File: config.mk
export PLATFORM = sky130hd
export DESIGN_NAME = led_blink_stretcher
export DESIGN_NICKNAME = d
export VERILOG_FILES = /design/src/rtl/led_blink_stretcher.sv
export SDC_FILE = /design/constraint.sdc
export NUM_CORES = 1
export LEC_CHECK = 0
export ABC_AREA = 1
export BUFFER_PORTS_ARGS = -buffer_cell sky130_fd_sc_hd__buf_2
export CAP_MARGIN = 20
export CORE_MARGIN = 8
export CORE_UTILIZATION = 50
export CTS_BUF_LIST = sky130_fd_sc_hd__clkbuf_16
export DETAILED_ROUTE_END_ITERATION = 16
export PLACE_DENSITY = 0.68
export SKIP_LAST_GASP = 1
export SYNTH_ARGS = -nofsm -noshare
export SYNTH_HDL_FRONTEND = slang
export SYNTH_SLANG_ARGS = --single-unit
File: constraint.sdc
create_clock -name clk -period 2.7 [get_ports clk]
set_clock_uncertainty 0.15 [all_clocks]
set_input_delay 0 -clock clk [delete_from_list [all_inputs] [get_ports clk]]
set_output_delay 0 -clock clk [all_outputs]
set_load 0.05 [all_outputs]
File: src/rtl/led_blink_stretcher.sv
// LED blink stretcher: turns single-cycle event strobes into visible blinks
// with guaranteed minimum on/off times. Events that arrive while a blink is
// in progress are counted (up to 2^CNT_W-1) and replayed back-to-back.
module led_blink_stretcher #(
  parameter int ON_TICKS        = 131072,
  parameter int OFF_TICKS       = 131072,
  parameter int CNT_W           = 4,
  parameter int LED_ACTIVE_HIGH = 1
) (
  input  logic             clk,
  input  logic             rst_n,
  input  logic             event_in,
  input  logic             clear,
  output logic             led,
  output logic             busy,
  output logic [CNT_W-1:0] pending,
  output logic             overflow
);

  localparam int MAX_T = (ON_TICKS > OFF_TICKS) ? ON_TICKS : OFF_TICKS;
  localparam int TW    = $clog2(MAX_T + 1);
  localparam logic [TW-1:0]    ON_LAST   = TW'(ON_TICKS - 1);
  localparam logic [TW-1:0]    OFF_LAST  = TW'(OFF_TICKS - 1);
  localparam logic [CNT_W-1:0] PEND_MAX  = '1;
  localparam logic             LED_LIT   = (LED_ACTIVE_HIGH != 0) ? 1'b1 : 1'b0;

  typedef enum logic [1:0] {S_IDLE, S_ON, S_OFF} state_t;

  state_t           state_q, state_d;
  logic [TW-1:0]    timer_q, timer_d;
  logic [CNT_W-1:0] pend_q, pend_d;
  logic             ovf_q, ovf_d;
  logic             led_q, led_d;

  logic ev, on_done, off_done, direct, consume, accept;

  // A cleared cycle's event is ignored entirely; a clear on the last OFF
  // cycle also suppresses replay of the (now flushed) backlog.
  assign ev       = event_in & ~clear;
  assign on_done  = (state_q == S_ON)  && (timer_q == ON_LAST);
  assign off_done = (state_q == S_OFF) && (timer_q == OFF_LAST);
  assign consume  = off_done & ~clear & (pend_q != '0);
  assign direct   = ev & ((state_q == S_IDLE) | (off_done & (pend_q == '0)));
  assign accept   = ev & ~direct;

  // State and timer registers
  always_ff @(posedge clk or negedge rst_n) begin
    if (!rst_n) begin
      state_q <= S_IDLE;
      timer_q <= '0;
    end else begin
      state_q <= state_d;
      timer_q <= timer_d;
    end
  end

  // Next-state: ON for ON_TICKS, OFF for OFF_TICKS, chain straight into the
  // next blink when there is work; timer restarts on every state entry.
  always_comb begin
    state_d = state_q;
    case (state_q)
      S_IDLE:  if (ev) state_d = S_ON;
      S_ON:    if (on_done) state_d = S_OFF;
      S_OFF:   if (off_done) state_d = (consume | direct) ? S_ON : S_IDLE;
      default: state_d = S_IDLE;
    endcase
    timer_d = ((state_d != state_q) || (state_q == S_IDLE)) ? '0 : timer_q + 1'b1;
  end

  // Pending counter: +accept -consume, saturating with a dropped-event pulse
  always_comb begin
    pend_d = pend_q;
    ovf_d  = 1'b0;
    if (clear) begin
      pend_d = '0;
    end else if (accept && !consume) begin
      if (pend_q == PEND_MAX) ovf_d = 1'b1;
      else                    pend_d = pend_q + 1'b1;
    end else if (consume && !accept) begin
      pend_d = pend_q - 1'b1;
    end
  end

  // Output decode: LED follows the next state so the pin is registered
  always_comb begin
    led_d = (state_d == S_ON) ? LED_LIT : ~LED_LIT;
  end

  // Output and counter registers
  always_ff @(posedge clk or negedge rst_n) begin
    if (!rst_n) begin
      pend_q <= '0;
      ovf_q  <= 1'b0;
      led_q  <= ~LED_LIT;
    end else begin
      pend_q <= pend_d;
      ovf_q  <= ovf_d;
      led_q  <= led_d;
    end
  end

  assign busy     = (state_q != S_IDLE);
  assign led      = led_q;
  assign pending  = pend_q;
  assign overflow = ovf_q;

endmodule

After elaboration in Yosys (flattened, before gate mapping). Cells that the tools add are included.

Flip-flop bits (word level): 26.

Bitwise logic cells: 10. Eq/ne operators: 7. Multiplexer cells: 14. Reductions and logical operators: 13. $add $sub $neg: 3.

Operators with widths (number): 18-bit by 1-bit adder with 18-bit output, second input constant (1); 18-bit by 17-bit equality test with 1-bit output, second input constant (1); 18-bit 2-to-1 mux (1); 4-bit 2-to-1 mux (4); 1-bit AND (6); 2-bit 2-to-1 mux (3); 2-bit one-hot mux with 3 select lines (1); 1-bit 2-to-1 mux (5); 4-bit by 1-bit adder with 4-bit output, second input constant (1); 2-bit by 1-bit equality test with 1-bit output, second input constant (2); 4-bit equality test, second input constant (1); 1-bit logical AND (4); 4-bit logical NOT (1); 4-bit nonzero test (1); 4-bit by 1-bit subtractor with 4-bit output, second input constant (1); 3-bit inequality test, second input constant (1); 3-bit nonzero test (1); 2-bit equality test, second input constant (1); 1-bit logical NOT (2); 2-bit logical NOT (1); 2-bit inequality test (1); 1-bit NOT (2); 1-bit OR (2); 2-bit AND reduction (1); 2 further kinds (2).

Depth between registers and ports, before layout. Gate-level depths: netlist (run 1).

Word-level depth: 12. Gate-level depth with buffers: 15. Gate-level depth less buffers: 15.

Worst setup path after synthesis (run 1). Ideal clock, no wire load.

Path kind: register to register. From: reg timer_q[0]. To: reg pend_q[3] (netlist: pending[3]). Data required time: 2.427 ns. Path slack: 0.416 ns. Path buffers: 0. Cell stages (with the launch flop): 15. Clock period less this slack: 2.284 ns. Arrival time: 2.012 ns. Cells stage by stage: dfrtp_1 > ha_1 > nand2_2 > nor2_4 > nand2_4 > nor2_4 > nand3_2 > nand3_2 > ha_1 > nand2_1 > nand2_1 > a31oi_1 > nand3_1 > nand2_1 > o21ai_1.

Word-level cells in the longest chain between the ends: 11. Elaborated cells between the ends (all ways): 18. Classes of those cells: eq/ne: 2; mux: 2; bitwise: 7; reduce/logical: 7.

RTL lines: start, declared (line 30) `logic [TW-1:0] timer_q, timer_d;`; start signal, assigned (line 53) `timer_q <= timer_d;`; 18-bit by 17-bit equality test with 1-bit output * (line 41) `assign off_done = (state_q == S_OFF) && (timer_q == OFF_LAST);`; 1-bit logical AND * (line 41); 1-bit AND (line 43) `assign direct = ev & ((state_q == S_IDLE) | (off_done & (pend_q == '0)));`; 1-bit OR (line 43); 1-bit AND (line 43); 1-bit NOT (line 44) `assign accept = ev & ~direct;`; 1-bit AND (line 44); 1-bit logical NOT (line 79) `end else if (consume && !accept) begin`; 1-bit logical AND (line 79); 3-bit nonzero test (no line); 2-bit AND reduction (no line); end signal, assigned (line 96) `pend_q <= pend_d;`; end, declared (line 31) `logic [CNT_W-1:0] pend_q, pend_d;`.

Every way passes the cells marked *; elsewhere a longest branch is shown, timed or not. A chain may end at the register's enable or synchronous reset.

Final worst setup path (run 1).
From: reg timer_q[1]. To: reg pend_q[3] (netlist: pending[3]).

Same word-level chain as after synthesis.

==> results_dict.tcl, run 1 <==
set metrics [dict create \
    critical_path.slowest_cell "dfrtp_1" \
    syn_area_mm2 0.00150 \
    rsz0062_at_grt "false" \
    cap_viol_max_count 0 \
    die-area_mm2 0.00500 \
    slew_violations 0 \
    synthCells 171 \
    synth_edf_count 0 \
    synth_seq_area_share_pct 43.5 \
    leakagePower_nw 0.800 \
    drtPass1Iterations 4 \
    setup_viol 0 \
    grt_pass1_wl_um 4930 \
    layout.cells.most_common_list "nand2_1, dfrtp_1, nor2_1" \
    slowest_delay_ns 0.40 \
    clk_latency_ns 0.26 \
    drive_above_1_share_pct 21.7 \
    wire_per_inst_um 12.3 \
    clock_path_buffers 2 \
    grt-ovfl-total 0 \
    yosysUniqueCellTypes 28 \
    ant_nets 0 \
    viasPerCell 5.24 \
    portBuffers 10 \
    dp_hpwl_um 2080 \
    drtIter0Drc 45 \
    cp_common_cell "nand2_1" \
    critPathMaxFanout 5 \
    fp.coreArea_mm2 0.00295 \
    die_y_um 70.7 \
    nets 198 \
    layout_commonest_cell "nand2_1" \
    n_fill_cell 257 \
    drc 0 \
    grt_pass1_vias 1189 \
    start_util_pct 50.7 \
    avgSynthCellArea_um2 8.75 \
    cp_cell_sequence "ha_2, nand2_2, nor2_4, nand2_4, nor2_4, nand3_4, nand3_4, ha_1, nand2_1, nand2_1, a31oi_1, inv_1, nand2_1, nand2_1, o21ai_1" \
    timing.hold.ws_ns 0.0271 \
    die_w_um 70.7 \
    core.rowCount 20 \
    peakVddDrop_mv 0.398 \
    synth_ff_type "dfrtp_1" \
    slew_headroom_pct 62.1 \
    tightest_slew_ns 0.568 \
    num_vias 1164 \
    cts_max_level 1 \
    grt_start_max_net_pins 27 \
    cts_tree "built" \
    clock-sinks 26 \
    async_flop_share_pct 100 \
    area_growth_syn_to_layout_pct 14.0 \
    end_kind "flop" \
    grt_usage_pct 12.1 \
    fin_crit_sh_pct 88.8 \
    hold_violations 0 \
    routed_wl_um 2740 \
    fmax_ghz 0.417 \
    hold_class "input port to flop" \
    globalplace.congestion 0.848 \
    arrival_ns 2.44 \
    worst_setup_path_start_kind "flop" \
    period_minus_slack_ns 2.40 \
    setup_tns_ns 0 \
    synth_nets 179 \
    criticalPathCategory "flop to flop" \
    root_buffer "clkbuf_16" \
    ys_seq_elements 26 \
    outcome "finished, final reports clean" \
    antenna_found_initial 0 \
    path_clk_slew_ns 0.06 \
    required_ns 2.74 \
    pin_count 11 \
    yosys_warnings 0 \
    numCtsBuffers 3 \
    antenna_cells 0 \
    pwr_density_cell_mw_per_mm2 670 \
]
==> path summary, 6_finish.rpt <==
kind / end / cells after the start / slack (ns) / startpoint
min in group asynchronous: timer_q[9]$_DFF_PN0_ / 2 / 0.12 / rst_n
min reg2reg: timer_q[0]$_DFF_PN0_ / 1 / 0.34 / timer_q[0]$_DFF_PN0_
min: state_q[0]$_DFF_PN0_ / 4 / 0.03 / event_in
max reg2reg: pending[3]$_DFFE_PN0P_ / 15 / 0.30 / timer_q[1]$_DFF_PN0_
max: pending[3]$_DFFE_PN0P_ / 15 / 0.30 / timer_q[1]$_DFF_PN0_
max in group asynchronous: timer_q[17]$_DFF_PN0_ / 2 / 1.91 / rst_n
==> repair_timing <==
| action | CTS | global route |
|---|---|---|
| hold buffers | 2 | 0 |
| buffers inserted | 0 | 3 |
| setup endpoints to repair | 0 | 1 |
| hold endpoints to repair | 30 | 0 |
| gates resized for setup | 0 | 3 |
==> critical path: cells and delay by family (launching register included) <==
kind / cells / cell delay (ns)
flip-flops: 1 / 0.40
adder cells (fa/ha/maj): 2 / 0.49
buffers and inverters: 1 / 0.06
AO/OA/AOI/OAI: 2 / 0.28
AND/OR/NAND/NOR: 10 / 0.94
==> area by class of cell <==
type / count / area, µm² / share of cell area, %
repair buffers: 15 / 92.6 / 5.43
multi-input cells: 123 / 764 / 44.8
clock inverters: 1 / 3.75 / 0.220
well taps: 33 / 41.3 / 2.42
flip-flops and latches: 26 / 651 / 38.1
inverters: 21 / 78.8 / 4.62
clock buffers: 3 / 75.1 / 4.40
==> kinds of logic (layout without fill, tap and decap cells) <==
logic type                 after synthesis  in the layout  synth area share (%)
and+or+nand+nor                         91             91                  31.5
DFF                                     26             26                  43.5
buffers and inverters                   22             40                  6.61
xor gates and xnor gates                15             15                  8.78
AOI/OAI and AO/OA                       13             13                  5.77
adders and majority gates                4              4                  3.85
==> metal layers <==
metal	global-route usage, %	vias to the layer above	wire [µm]
met5	0	-	0
met4	6.70	0	60
met3	2.68	5	92
met2	21.9	18	1420
met1	12.7	557	1160
li1	-	584	-
==> flip-flops by register name (all words and copies together) (netlist names) <==
name	cells
timer_q	18
led	1
pending	4
state_q	2
overflow	1
==> Yosys cell counts, types with 2 or more instances <==
cell	count	area share (%)
nor2_4	2	1.5
nand4_1	9	3.8
xor2_1	11	6.4
nor3_1	2	0.67
a211o_1	2	1.2
nand2_2	2	0.84
nand3_2	3	2.0
nand3_1	4	1.3
ha_1	3	2.5
nor2_1	22	5.5
nand2_1	33	8.3
nor2_2	11	4.6
o21ai_1	5	1.7
inv_1	20	5.0
dfrtp_1	26	43
xnor2_1	4	2.3
==> metrics by stage <==
| stage | area (µm²) | worst slack [ns] | power [mW] | instances | util, % |
|---|---|---|---|---|---|
| 6_report | 1710 | 0.302 | 1.14 | 222 | 57.8 |
| 5_1_grt | 1710 | 0.0182 | 1.22 | 222 | 57.8 |
| 3_3_place_gp | 1570 | 0.343 | 0.796 | 213 | 53.1 |
| 4_1_cts | 1670 | 0.219 | 1.15 | 219 | 56.4 |
| 2_1_floorplan | 1500 | 0.416 | 0.743 | 171 | - |
| 3_5_place_dp | 1570 | 0.216 | 0.814 | 213 | 53.1 |
==> power by group <==
group	leakage, nW	switching, mW	internal, mW	total [mW]
registers	0.345	0.0545	0.437	0.491
logic	0.417	0.215	0.111	0.326
clock network	0.0385	0.128	0.198	0.326
total	0.800	0.398	0.746	1.14
Power figures use the tool's default switching activity.
==> run 2, diff against run 1 <==
--- a/config.mk
+++ b/config.mk
@@ -10,8 +10,8 @@
 export CAP_MARGIN = 20
 export CORE_MARGIN = 8
-export CORE_UTILIZATION = 50
+export CORE_UTILIZATION = 59
 export CTS_BUF_LIST = sky130_fd_sc_hd__clkbuf_16
 export DETAILED_ROUTE_END_ITERATION = 16
-export PLACE_DENSITY = 0.68
+export PLACE_DENSITY = 0.78
 export SKIP_LAST_GASP = 1
 export SYNTH_ARGS = -nofsm -noshare
==> constraint.sdc (replaced) <==
create_clock -name clk -period 2.7 [get_ports clk]
set_clock_uncertainty 0.15 [all_clocks]
set_input_delay 0.405 -clock clk [delete_from_list [all_inputs] [get_ports clk]]
set_output_delay 0.405 -clock clk [all_outputs]
set_load 0.05 [all_outputs]
==> run 2 against run 1 <==
Net effect:
- the flow now finishes with violations (hold timing)
- utilization is 9.7 points higher
- count of clock-buffer cells in the layout stayed put
- critical path depth stayed put
- via count is 2.0% lower
- non-clock buffer count is 5 lower
- sequential share of layout area is 1.5 points higher
- critical endpoint unchanged
==> results_dict.tcl, run 2 (synthesized netlist as in run 1, its figures left out) <==
set metrics [dict create \
    portBuffers 10 \
    criticalPathCategory "flop to flop" \
    routed_wl_um 2660 \
    hold_violations 14 \
    root_buffer "clkbuf_16" \
    crit_buf_inv 1 \
    die-area_mm2 0.00440 \
    ctsResizeCount 0 \
    cap_viol_max_count 0 \
    fin_crit_sh_pct 92.1 \
    wire_per_inst_um 12.4 \
    dp.cells 210 \
    antenna_cells 0 \
    r2r-end "pending[3]$_DFFE_PN0P_" \
    peakVddDrop_mv 0.644 \
    pwr_density_cell_mw_per_mm2 681 \
    power.internal_mw 0.734 \
    rsz0062_at_grt "false" \
    outcome "finished with violations" \
    grt_start_max_net_pins 27 \
    drive_above_1_share_pct 20.1 \
    area_growth_syn_to_layout_pct 9.78 \
    swShare_pct 34.4 \
    ant_nets 0 \
    endpoint "pending[3]$_DFFE_PN0P_" \
    r2r_setup_slack_ns 0.21 \
    start_util_pct 61.5 \
    seq_power_share_pct 43.9 \
    dp_hpwl_um 2000 \
    setup_tns_ns 0 \
    period_minus_slack_ns 2.49 \
    nets 193 \
    holdBufCountCts 0 \
    combPwrFrac_pct 27.9 \
    setup_slack_ns 0.213 \
    slew_violations 0 \
    grt-ovfl-total 0 \
    post-place-ws_ns 0.227 \
    power.share.clock_pct 28.3 \
    slowest_delay_ns 0.41 \
    cts_max_level 1 \
    critical_path.slowest_cell "dfrtp_1" \
    timing.hold.ws_ns -0.00420 \
    clk_latency_ns 0.25 \
    regMostFlops "timer_q" \
    layout.cells.most_common_list "nand2_1, dfrtp_1, nor2_1" \
    drtIter0Drc 42 \
    pin_count 11 \
    cp_top_family "simple AND/OR/NAND/NOR gates" \
    worst_setup_path_start_kind "flop" \
    slew_headroom_pct 61.3 \
    drtPass1Iterations 4 \
    num_vias 1141 \
    r2r_cells 15 \
    failed_checks "hold timing" \
    clock-sinks 26 \
    cts_setup_buffers 0 \
    largest_register_ffs 18 \
    end_kind "flop" \
    antenna_found_initial 0 \
    hold_class "input port to async pin" \
    cp_cell_sequence "ha_1, nand2_2, nor2_4, nand2_4, nor2_4, nand3_2, nand3_2, ha_1, nand2_1, nand2_1, a31oi_1, inv_1, nand2_1, nand2_1, o21ai_1" \
    p_switching_mw 0.385 \
    fmax_ghz 0.402 \
    worst-path-stages 15 \
    r2r_start "timer_q[0]$_DFF_PN0_" \
    grt_usage_pct 13.7 \
    fin_cells 214 \
    arrival_ns 2.52 \
    drc 0 \
    setup_viol 0 \
    cp_common_cell "nand2_1" \
    final_cell_area_mm2 0.00164 \
    critPathMaxFanout 5 \
    numCtsBuffers 3 \
    core.rowCount 18 \
    clock_path_buffers 2 \
    tightest_slew_ns 0.580 \
    leakagePower_nw 0.777 \
    place_area_mm2 0.00156 \
    final_core_util_pct 67.5 \
    required_ns 2.73 \
    critPathLaunch "timer_q[0]$_DFF_PN0_" \
    fp.coreArea_mm2 0.00243 \
    layout_commonest_cell "nand2_1" \
    path_clk_slew_ns 0.06 \
    cts_tree "built" \
    globalplace.congestion 0.798 \
    grt_pass1_wl_um 4860 \
    grt_pass1_vias 1178 \
    die_y_um 66.4 \
    viasPerCell 5.33 \
    die_w_um 66.4 \
]
[run 2: cell count changes in the layout (fill, tap and decap cells not counted), sizes merged]
cell / before / now
buf: 13 / 10
dlygate4sd3: 2 / 0
[run 2: power groups by stage]
stage | Clock, mW | Sequential (mW) | Combinational, mW
after floorplan | 0 | 0.550 | 0.193
after global placement | 0 | 0.494 | 0.304
after detailed placement | 0 | 0.498 | 0.313
after CTS | 0.328 | 0.490 | 0.314
after global routing | 0.343 | 0.497 | 0.355
final | 0.316 | 0.491 | 0.312
[run 2: worst min-delay path by stage]
stage	startpoint	endpoint	slack, ns	cells past startpoint
final	rst_n	timer_q[9]$_DFF_PN0_	-0.004	1
after global placement	rst_n	timer_q[9]$_DFF_PN0_	0.28	1
after floorplan	rst_n	led$_DFF_PN0_	-0.04	0
after detailed placement	rst_n	timer_q[10]$_DFF_PN0_	0.29	1
after CTS	rst_n	timer_q[6]$_DFF_PN0_	0.01	1
after global routing	rst_n	timer_q[6]$_DFF_PN0_	0.05	1
[run 2: metal layers]
metal,global-route usage (%),vias to the layer above,wire length [µm]
li1,-,577,-
met1,16.5,529,1190
met2,23.8,27,1330
met3,2.03,8,100
met4,5.33,0,31
met5,0,-,0
[run 2: layout make-up]
| cell class | instances | area [µm²] |
|---|---|---|
| Clock buffer | 3 | 75.1 |
| Sequential cell | 26 | 651 |
| Inverter | 21 | 78.8 |
| Clock inverter | 1 | 3.75 |
| Fill cell | 182 | 790 |
| Tap cell | 30 | 37.5 |
| Multi-Input combinational cell | 123 | 747 |
| Timing Repair Buffer | 10 | 50.0 |
[run 2: per-stage QoR]
stage | hold slack, ns | total power, mW
floorplan | -0.0406 | 0.743
global placement | 0.275 | 0.798
detailed placement | 0.289 | 0.811
CTS | 0.0126 | 1.13
global route | 0.0460 | 1.19
finish | -0.00420 | 1.12
==> run 3, diff against run 2 <==
Settings changed: CELL_PAD_IN_SITES_DETAIL_PLACEMENT set to 0, CELL_PAD_IN_SITES_GLOBAL_PLACEMENT set to 1, CORE_UTILIZATION 59 to 45, PLACE_DENSITY 0.78 to unset, PLACE_DENSITY_LB_ADDON set to 0.1.
==> run 3 against run 2 <==
Net effect:
- the run now ends clean
- sequential power about the same
- global-route usage shrank 2.1 points
- first-iteration DRC count fell by 2.4%
- combinational power is 3% higher
- clock power about the same
- utilization shrank 16 points
- worst hold slack improved by 0.0047 ns
- die area rose by 23%
- critical endpoint unchanged
==> results_dict.tcl, run 3 (synthesized netlist as in run 1, its figures left out) <==
set metrics [dict create \
    outcome "finished, final reports clean" \
    area_growth_syn_to_layout_pct 11.4 \
    end_kind "flop" \
    grt_pass1_vias 1161 \
    core.rowCount 21 \
    grt-ovfl-total 0 \
    rsz0062_at_grt "false" \
    dp_hpwl_um 2080 \
    antenna_cells 0 \
    root_buffer "clkbuf_16" \
    cp_common_cell "nand2_1" \
    antenna_found_initial 0 \
    num_vias 1124 \
    viasPerCell 4.89 \
    critPathMaxFanout 5 \
    peakVddDrop_mv 0.337 \
    largest_register_ffs 18 \
    slew_headroom_pct 60.6 \
    slowest_delay_ns 0.38 \
    layout.cells.most_common_list "nand2_1, dfrtp_1, nor2_1" \
    numCtsBuffers 3 \
    routed_wl_um 2750 \
    critical_path.slowest_cell "dfrtp_1" \
    n_fill_cell 333 \
    regMostFlops "timer_q" \
    drtPass1Iterations 4 \
    nets 194 \
    pin_count 11 \
    die_y_um 73.7 \
    globalplace.congestion 0.816 \
    cp_cell_sequence "ha_1, nand2_2, nor2_4, nand2_4, nor2_4, nand3_2, nand3_2, ha_1, nand2_1, nand2_1, a31oi_1, inv_1, nand2_1, nand2_1, o21ai_1" \
    fin_crit_sh_pct 90.8 \
    period_minus_slack_ns 2.45 \
    layout_commonest_cell "nand2_1" \
    timing.hold.ws_ns 0.000463 \
    start_util_pct 45.9 \
    setup_slack_ns 0.248 \
    drtIter0Drc 41 \
    cap_viol_max_count 0 \
    clock_path_buffers 2 \
    wire_per_inst_um 12.0 \
    slew_violations 0 \
    final_core_util_pct 51.2 \
    cts_max_level 1 \
    tightest_slew_ns 0.590 \
    die_w_um 73.7 \
    holdBufCountCts 0 \
    drive_above_1_share_pct 20.7 \
    ant_nets 0 \
    fin_cells 230 \
    cts_setup_buffers 0 \
    crit_buf_inv 1 \
    grt_pass1_wl_um 5000 \
    ctsResizeCount 0 \
    fmax_ghz 0.408 \
    hold_violations 0 \
    path_clk_slew_ns 0.06 \
    post-place-ws_ns 0.208 \
    worst_setup_path_start_kind "flop" \
    clock-sinks 26 \
    cp_top_family "simple AND/OR/NAND/NOR gates" \
    setup_viol 0 \
    setup_tns_ns 0 \
    cts_tree "built" \
    die-area_mm2 0.00543 \
    portBuffers 10 \
    criticalPathCategory "flop to flop" \
    dp.cells 226 \
    drc 0 \
    required_ns 2.73 \
    fp.coreArea_mm2 0.00326 \
    pwr_density_cell_mw_per_mm2 676 \
    clk_latency_ns 0.25 \
    leakagePower_nw 0.780 \
    grt_usage_pct 11.6 \
    arrival_ns 2.48 \
    hold_class "input port to async pin" \
    grt_start_max_net_pins 27 \
]
==> run 3: power breakdown <==
part / switching [mW] / total (mW) / internal [mW]
sequential: 0.0517 / 0.488 / 0.437
clock: 0.122 / 0.318 / 0.196
combinational: 0.215 / 0.320 / 0.106
==> run 3: cell type report <==
| class | instances | area (µm²) | share of cell area, % |
|---|---|---|---|
| Tap cell | 46 | 57.6 | 3.45 |
| Multi-Input combinational cell | 123 | 747 | 44.8 |
| Inverter | 21 | 78.8 | 4.73 |
| Sequential cell | 26 | 651 | 39.0 |
| Timing Repair Buffer | 11 | 57.6 | 3.45 |
| Clock buffer | 3 | 75.1 | 4.50 |
==> run 3: worst register-to-register path: cells and delay by family (launching register included) <==
family          cells  cell delay [ns]
compound gates      2             0.32
fa+ha+maj           2             0.49
buf+inv             1             0.06
flops               1             0.38
simple gates       10             1.00
==> run 3: path summary, 6_finish.rpt <==
check | slack [ns] | depth (start not counted) | from | endpoint
max in group asynchronous | 2.01 | 1 | rst_n | timer_q[1]$_DFF_PN0_
worst min-delay path | 0.0005 | 1 | rst_n | timer_q[11]$_DFF_PN0_
min in group clk | 0.39 | 4 | clear | pending[1]$_DFFE_PN0P_
worst min register to register | 0.40 | 1 | pending[0]$_DFFE_PN0P_ | pending[0]$_DFFE_PN0P_
worst max register to register | 0.25 | 15 | timer_q[1]$_DFF_PN0_ | pending[3]$_DFFE_PN0P_
worst max-delay path | 0.25 | 15 | timer_q[1]$_DFF_PN0_ | pending[3]$_DFFE_PN0P_
==> run 3: layer usage <==
layer  vias up  share of wire [%]  track usage [%]
li1        575                  -                -
met1       533                 48             13.7
met2        12                 49             20.7
met3         4                1.8             1.77
met4         0                1.2             3.99
met5         -                  0                0
==> run 3: through the flow <==
| stage | total power, mW | instance area (µm²) |
|---|---|---|
| 2_1_floorplan | 0.743 | 1500 |
| 3_3_place_gp | 0.806 | 1580 |
| 3_5_place_dp | 0.813 | 1580 |
| 4_1_cts | 1.13 | 1660 |
| 5_1_grt | 1.21 | 1670 |
| 6_report | 1.13 | 1670 |
